--- config.mk ---
export PLATFORM = sky130hd
export DESIGN_NAME = washing_machine
export DESIGN_NICKNAME = d
export VERILOG_FILES = /design/src/rtl/washing_machine.sv
export SDC_FILE = /design/constraint.sdc
export NUM_CORES = 1
export LEC_CHECK = 0
export ABC_AREA = 1
export ABC_CLOCK_PERIOD_IN_PS = 2000
export CORE_ASPECT_RATIO = 1.4
export CORE_MARGIN = 2
export CORE_UTILIZATION = 45
export DETAILED_ROUTE_END_ITERATION = 16
export GPL_ROUTABILITY_DRIVEN = 1
export GPL_TIMING_DRIVEN = 0
export SLEW_MARGIN = 25
export SYNTH_ARGS = -nofsm -noshare
export SYNTH_HDL_FRONTEND = slang
export SYNTH_SLANG_ARGS = --single-unit
--- constraint.sdc ---
create_clock -name clk -period 2 [get_ports clk]
set_clock_uncertainty 0.1 [all_clocks]
set_input_delay 0.5 -clock clk [delete_from_list [all_inputs] [get_ports clk]]
set_output_delay 0.5 -clock clk [all_outputs]
set_load 0.03 [all_outputs]
--- src/rtl/washing_machine.sv ---
// ---------------------------------------------------------------------------
// washing_machine
//   Coin-operated wash-cycle controller. A coin in IDLE with the lid closed
//   starts a timed program SOAK -> WASH -> RINSE -> (optional extra
//   WASH/RINSE) -> SPIN -> DONE -> IDLE. An open lid freezes the program
//   in any timed state, for as long as the lid stays open.
//
// Ports
//   clk          system clock, rising-edge active
//   rst          asynchronous active-high reset (aborts any program)
//   coin         coin pulse, only honoured in IDLE with the lid closed
//   time_up      registered, high for the single DONE cycle
//   second_wash  level, requests one extra WASH+RINSE pass (sampled at
//                the RINSE expiry edge only)
//   lid_open     level, pauses the timed states while high
// ---------------------------------------------------------------------------
module washing_machine #(
  parameter int SOAK_CYC  = 3,
  parameter int WASH_CYC  = 4,
  parameter int RINSE_CYC = 3,
  parameter int SPIN_CYC  = 3,
  parameter int CNT_W     = 8
) (
  input  logic clk,
  input  logic rst,
  input  logic coin,
  output logic time_up,
  input  logic second_wash,
  input  logic lid_open
);

  typedef enum logic [2:0] {
    IDLE  = 3'd0,
    SOAK  = 3'd1,
    WASH  = 3'd2,
    RINSE = 3'd3,
    SPIN  = 3'd4,
    DONE  = 3'd5
  } state_t;

  // Timer reload values: each timed state counts load..0, so it lasts
  // exactly *_CYC unpaused cycles.
  localparam logic [CNT_W-1:0] SOAK_LD  = CNT_W'(SOAK_CYC - 1);
  localparam logic [CNT_W-1:0] WASH_LD  = CNT_W'(WASH_CYC - 1);
  localparam logic [CNT_W-1:0] RINSE_LD = CNT_W'(RINSE_CYC - 1);
  localparam logic [CNT_W-1:0] SPIN_LD  = CNT_W'(SPIN_CYC - 1);

  state_t           state, state_next;
  logic [CNT_W-1:0] timer, timer_next;
  logic             extra_done, extra_next;

  always_ff @(posedge clk or posedge rst) begin
    if (rst) begin
      state      <= IDLE;
      timer      <= '0;
      extra_done <= 1'b0;
      time_up    <= 1'b0;
    end else begin
      state      <= state_next;
      timer      <= timer_next;
      extra_done <= extra_next;
      // Registering the decode of the next state keeps time_up glitch-free
      // and aligned exactly with the cycle spent in DONE.
      time_up    <= (state_next == DONE);
    end
  end

  always_comb begin
    state_next = state;
    timer_next = timer;
    extra_next = extra_done;

    case (state)
      IDLE: begin
        if (coin && !lid_open) begin
          state_next = SOAK;
          timer_next = SOAK_LD;
        end
      end

      SOAK, WASH, RINSE, SPIN: begin
        // An open lid freezes both state and timer; nothing below runs.
        if (!lid_open) begin
          if (timer != '0) begin
            timer_next = timer - CNT_W'(1);
          end else begin
            case (state)
              SOAK: begin
                state_next = WASH;
                timer_next = WASH_LD;
              end
              WASH: begin
                state_next = RINSE;
                timer_next = RINSE_LD;
              end
              RINSE: begin
                // Only one extra pass per coin: extra_done blocks a repeat.
                if (second_wash && !extra_done) begin
                  state_next = WASH;
                  timer_next = WASH_LD;
                  extra_next = 1'b1;
                end else begin
                  state_next = SPIN;
                  timer_next = SPIN_LD;
                end
              end
              default: begin
                state_next = DONE;
                timer_next = '0;
              end
            endcase
          end
        end
      end

      DONE: begin
        state_next = IDLE;
        extra_next = 1'b0;
      end

      default: begin
        state_next = IDLE;
        timer_next = '0;
        extra_next = 1'b0;
      end
    endcase
  end

endmodule

-- Word-level counts from Yosys, hierarchy flattened
Index checks and enable logic that the tools add are counted.
- bits in registers: 13
- bits of input ports: 5
- word-level logic and storage cells: 44
- add/sub/neg operators: 1
- eq/ne operators: 11
- muxes and demuxes: 17
- bitwise operators: 2
- reduce and logical (&&, ||, !) cells: 9
- operator list (kind ; number):
    two-way mux 8 bit ; 3
    case mux 8 bit (3 select lines) ; 1
    two-way mux 3 bit ; 4
    inequality test 2 bit (second input constant) ; 5
    == test 3 bit (second input constant) ; 3
    case mux 3 bit (3 select lines) ; 1
    nonzero test 8 bit ; 1
    subtractor 8 x 1 -> 8 bit (second input constant) ; 1
    == test 3 x 2 -> 1 bit (second input constant) ; 2
    case mux 2 bit (3 select lines) ; 1
    case mux 3 bit (2 select lines) ; 1
    two-way mux 1 bit ; 5
    AND reduction 5 bit ; 1
    OR reduction 4 bit ; 1
    == test 3 x 1 -> 1 bit (second input constant) ; 1
    logical NOT 3 bit ; 1
    AND reduction 3 bit ; 1
    logical AND 1 bit ; 2
    logical NOT 1 bit ; 2
    inverter 1 bit ; 2
    case mux 1 bit (2 select lines) ; 1

-- Logic depth before layout (Yosys ltp)
- depth in word-level cells: 8
- depth in mapped cells: 10

-- Worst setup path before layout
No wires, ideal clock.
- path kind: input port to flip-flop
- start point: in lid_open
- end point: reg timer[7]
- library setup time: 117 ps
- arrival time: 1173 ps
- data required time: 1783 ps
- setup slack: 610 ps
- stages: 8
- buffers on the path: 0
- cell sequence: inv_2 > nand2_1 > nand3_1 > nand2_1 > a21oi_4 > inv_2 > nor2_1 > nor2_1
- word-level cells in the longest chain between the ends: 4
- elaborated cells between the ends (all ways): 5
- ends and longest elaborated chain (what ; line ; text):
    from (decl) ; 29 ; input logic lid_open
    logical NOT 1 bit ; -- ;
    logical AND 1 bit ; 75 ; if (coin && !lid_open) begin
    inequality test 2 bit (no source line) ; -- ;
    AND reduction 3 bit (no source line) * ; -- ;
    to (signal assigned) ; 60 ; timer <= timer_next;
    to (decl) ; 49 ; logic [CNT_W-1:0] timer, timer_next;
Every way passes the cells marked *; elsewhere a longest branch is shown, timed or not.
A chain may end at the register's enable or synchronous reset.

-- Final worst setup path
- start point: reg time_up
- end point: out time_up
- RTL lines (what ; line ; text):
    from (decl) ; 27 ; output logic time_up,
    from (signal assigned) ; 64 ; time_up <= (state_next == DONE);
No word-level cell between the ends.

==> flow_results.org <==
** Setup path
- The critical path is of the reg -> out type.
- Combined buffer and inverter count along the critical path :: 1
- STA puts the critical path data required time at 1.40 ns.
- Critical path's top delay family :: buffers and inverters
- STA puts the critical path data arrival time at 1.28 ns.
- The worst setup path is captured at a primary output.
- Worst path max stage delay :: 0.66 ns
- The slowest stage of the critical path belongs to the cell sky130_fd_sc_hd__clkdlybuf4s50_1.
- STA classifies the critical path startpoint as a register.
- Maximum fanout count along the critical path :: 1
- The signal on the critical path passes through clkdlybuf4s50_1.

** Synthesis
- In this run, synthesis produced a sequential element count of 13.
- Count of flip-flops with a built-in enable after synthesis :: 0
- Fraction of registers with async set or reset after synthesis :: 100.0%
- Post-synthesis cell type count :: 21
- Averaged over all synthesized cells, the footprint is 6.999 sq um.
- Net count after synthesis :: 135
- The most used flip-flop cell after synthesis is sky130_fd_sc_hd__dfrtp_1.
- Mapped cell area :: 895.9 sq um
- Most frequent cells after synthesis :: sky130_fd_sc_hd__nand2_1 (26), sky130_fd_sc_hd__nand3_1 (22), sky130_fd_sc_hd__inv_1 (17)
- Count leader, synth :: sky130_fd_sc_hd__nand2_1
- Leading area contributor after synthesis :: sky130_fd_sc_hd__dfrtp_1
- Main area contributors after synthesis :: sky130_fd_sc_hd__dfrtp_1 (36%), sky130_fd_sc_hd__nand3_1 (12%), sky130_fd_sc_hd__nand2_1 (11%), sky130_fd_sc_hd__inv_1 (7.1%), sky130_fd_sc_hd__nor2_1 (4.6%)
- Synthesis handed over a netlist of 128 instances.
- The synthesized design devotes to its leading area cell type 36.31% of total area.
- Portion of the post-synthesis area used by sequential elements :: 36.31%
- Ys Warns :: 0

** Cells and area
- The multi-input combinational cells in the finished layout cover a total of 476.7 sq um.
- Across the whole layout, storage elements account for 325.3 sq um.
- 0 antenna diodes ended up in the layout.
- Final instance area :: 999.7 sq um
- The post-route netlist has 15.33% of its cells at a drive strength greater than 1.
- Signed area change from the synthesized netlist to the final layout :: 11.59%
- At the end of the flow, the number of nets in the layout was 145.
- The layout has 208 filler cells.

** Power
- Sequential Power Share :: 26.8%
- Power share of the combinational group :: 61.3%
- Net switching share of the total power :: 51.53%
- Power spread over the standard cell area amounts to 1484 mW/mm^2.
- Maximum ir drop on the vdd rail :: 975.2 uV
- Clock share of power :: 11.8%
- In this run the power spent charging and discharging nets is 0.0007643 W.
- Internal power :: 0.0007190 W
- For this design the static power due to leakage is 0.5022 nW.

** Route
- Iteration-0 DRC Markers :: 9
- Vias :: 817
- Routed len/inst :: 12.35 microns
- The routed design has 1952 microns of wire.
- For this run, the detailed router's first-pass iteration total came to 4.
- Residual DRC count :: 0
- Using the TritonRoute via totals, the vias-per-cell ratio works out to 5.171.
- Number of antenna-violating nets in the routed design :: 0

** Clock network
- The number of hold buffers added after CTS was 0.
- In this run the number of H-tree levels came out at 1.
- For the worst-skew pair, the clock arrives at the later sink with an insertion delay of 0.29 ns.
- The cell sitting at the root of the clock tree is a sky130_fd_sc_hd__clkbuf_4.
- Clock transition at the registers of the reported paths :: 0.09 ns
- TritonCTS built the clock tree.
- Cells resized by post-CTS repair :: 0
- After clock tree synthesis, the setup repair step added 0 buffers.
- Clock sink total :: 13
- Inserted Clock Buffers :: 3
- Clock buffer depth :: 2

** Timing
- Counting I/O delays and the setup requirement, the final critical path takes 1.880 ns.
- Part of the cycle the worst path needs :: 93.99%
- Slew Viols, Final :: 0
- Highest Clock Rate :: 0.5320 GHz
- Setup slack on the critical path of the routed design comes to 0.1201 ns.
- Sum Neg Setup Slack :: 0 ns
- Setup violations remaining at the end of the flow were counted as 0.
- Setup repair after global routing left no endpoint under its margin.
- The number of hold-slack violations in the final timing report came to 0.
- Headroom to the max-slew limit came out at 65.18%.
- Worst-margin pin slew :: 0.5217 ns

** Global routing
- The number of antenna violations at the first check in global routing was 0.
- The total overflow left after global routing is 0.
- Via count of the first global-routing pass :: 848
- The first global-routing pass estimated 3450 microns of wire.
- Overall global routing resource usage :: 19.07%
- Entering global routing, the biggest net connects 14 pins.

** Floorplanning
- Core Footprint :: 0.001926 sq mm
- The die covers 0.002369 sq mm.
- Pin placement for this block handled 6 I/O pins.
- Standard-cell row count :: 19
- Initial standard-cell utilization of the core :: 46.52%
- The die is 41.71 microns wide.
- The die is 56.80 microns tall.

** Job
- Max Cap Viol :: 0

** Hold path
- HP Class :: reg -> reg

** Place
- Once detailed placement completed, the half-perimeter wirelength came to 1488 microns.
- Buffers placed on the I/O ports in this run total 5.
- Routability-driven placement congestion ratio :: 0.8184
- DP Worst Slack :: -0.1533 ns
- Cell area after placement :: 972.2 sq um

** Outcome
- Status :: completed
cell type report:
cell class                      count  share of cell area (%)
Sequential cell                    13                   32.54
Multi-Input combinational cell     92                   47.68
Tap cell                           21                   2.628
Clock inverter                      1                  0.5006
Timing Repair Buffer                5                   5.006
Buffer                              1                   1.126
Clock buffer                        3                   2.253
Inverter                           22                   8.260
through the flow:
step	power, W	hold WS [ns]	utilization [%]	cells
2_1_floorplan	0.001127	0.2770	-	128
3_3_place_gp	0.001311	0.3812	50.49	154
3_5_place_dp	0.001321	0.3865	50.49	154
4_1_cts	0.001499	0.4069	51.92	158
5_1_grt	0.001646	0.4434	51.92	158
6_report	0.001483	0.3981	51.92	158
state kept, by name, summed over array words and instances (netlist names):
| name | count |
|---|---|
| extra_done | 1 |
| time_up | 1 |
| state | 3 |
| timer | 8 |
metal layers:
metal	part of all wire (%)	track usage [%]
met1	42	19.84
met2	52	33.93
met3	2.6	2.572
met4	2.9	13.82
met5	0	0
final timing paths:
| check | slack (ns) | cells past startpoint | startpoint | to |
|---|---|---|---|---|
| worst min-delay path | 0.40 | 2 | timer[0] | timer[0] |
| max in group asynchronous | 1.02 | 2 | rst | timer[2] |
| worst max register to register | 0.38 | 8 | timer[0] | timer[1] |
| worst min register to register | 0.40 | 2 | timer[0] | timer[0] |
| min in group asynchronous | 0.43 | 2 | rst | extra_done |
| worst max-delay path | 0.12 | 1 | time_up | time_up |
layout by cell type (no fill, tap or decap):
master / n
sky130_fd_sc_hd__inv_1: 17
sky130_fd_sc_hd__nand4_1: 4
sky130_fd_sc_hd__nand3_1: 22
sky130_fd_sc_hd__o21ai_1: 4
sky130_fd_sc_hd__ha_1: 2
sky130_fd_sc_hd__xor2_1: 1
sky130_fd_sc_hd__o21bai_1: 1
sky130_fd_sc_hd__clkbuf_4: 3
sky130_fd_sc_hd__or2_2: 1
sky130_fd_sc_hd__nor2_1: 11
sky130_fd_sc_hd__a21oi_4: 1
sky130_fd_sc_hd__clkinv_2: 1
sky130_fd_sc_hd__clkdlybuf4s50_1: 5
sky130_fd_sc_hd__a22oi_1: 1
sky130_fd_sc_hd__a21oi_1: 4
sky130_fd_sc_hd__nor2_4: 1
sky130_fd_sc_hd__nand2_2: 4
sky130_fd_sc_hd__inv_2: 5
sky130_fd_sc_hd__nor2_2: 3
sky130_fd_sc_hd__nand2_4: 1
sky130_fd_sc_hd__dfrtp_1: 13
sky130_fd_sc_hd__buf_6: 1
sky130_fd_sc_hd__nand2_1: 26
sky130_fd_sc_hd__o21ai_0: 5
power by group through the flow:
stage | registers [W] | clock network, W | logic [W]
finish | 0.000398 | 0.000176 | 0.000910
CTS | 0.000398 | 0.000181 | 0.000919
floorplan | 0.000389 | 0 | 0.000737
detailed placement | 0.000404 | 0 | 0.000918
global route | 0.000407 | 0.000191 | 0.00105
global placement | 0.000402 | 0 | 0.000910
logic make-up (layout without fill, tap and decap cells):
family | after synthesis | count (layout) | share of synthesized area, %
and+or+nand+nor | 73 | 73 | 38.69
xor gates and xnor gates | 1 | 1 | 0.9778
DFF | 13 | 13 | 36.31
buffers and inverters | 23 | 32 | 10.47
adders and majority gates | 2 | 2 | 2.793
AOI/OAI and AO/OA | 16 | 16 | 10.76
Note: power is estimated with default switching activity, not from simulation.
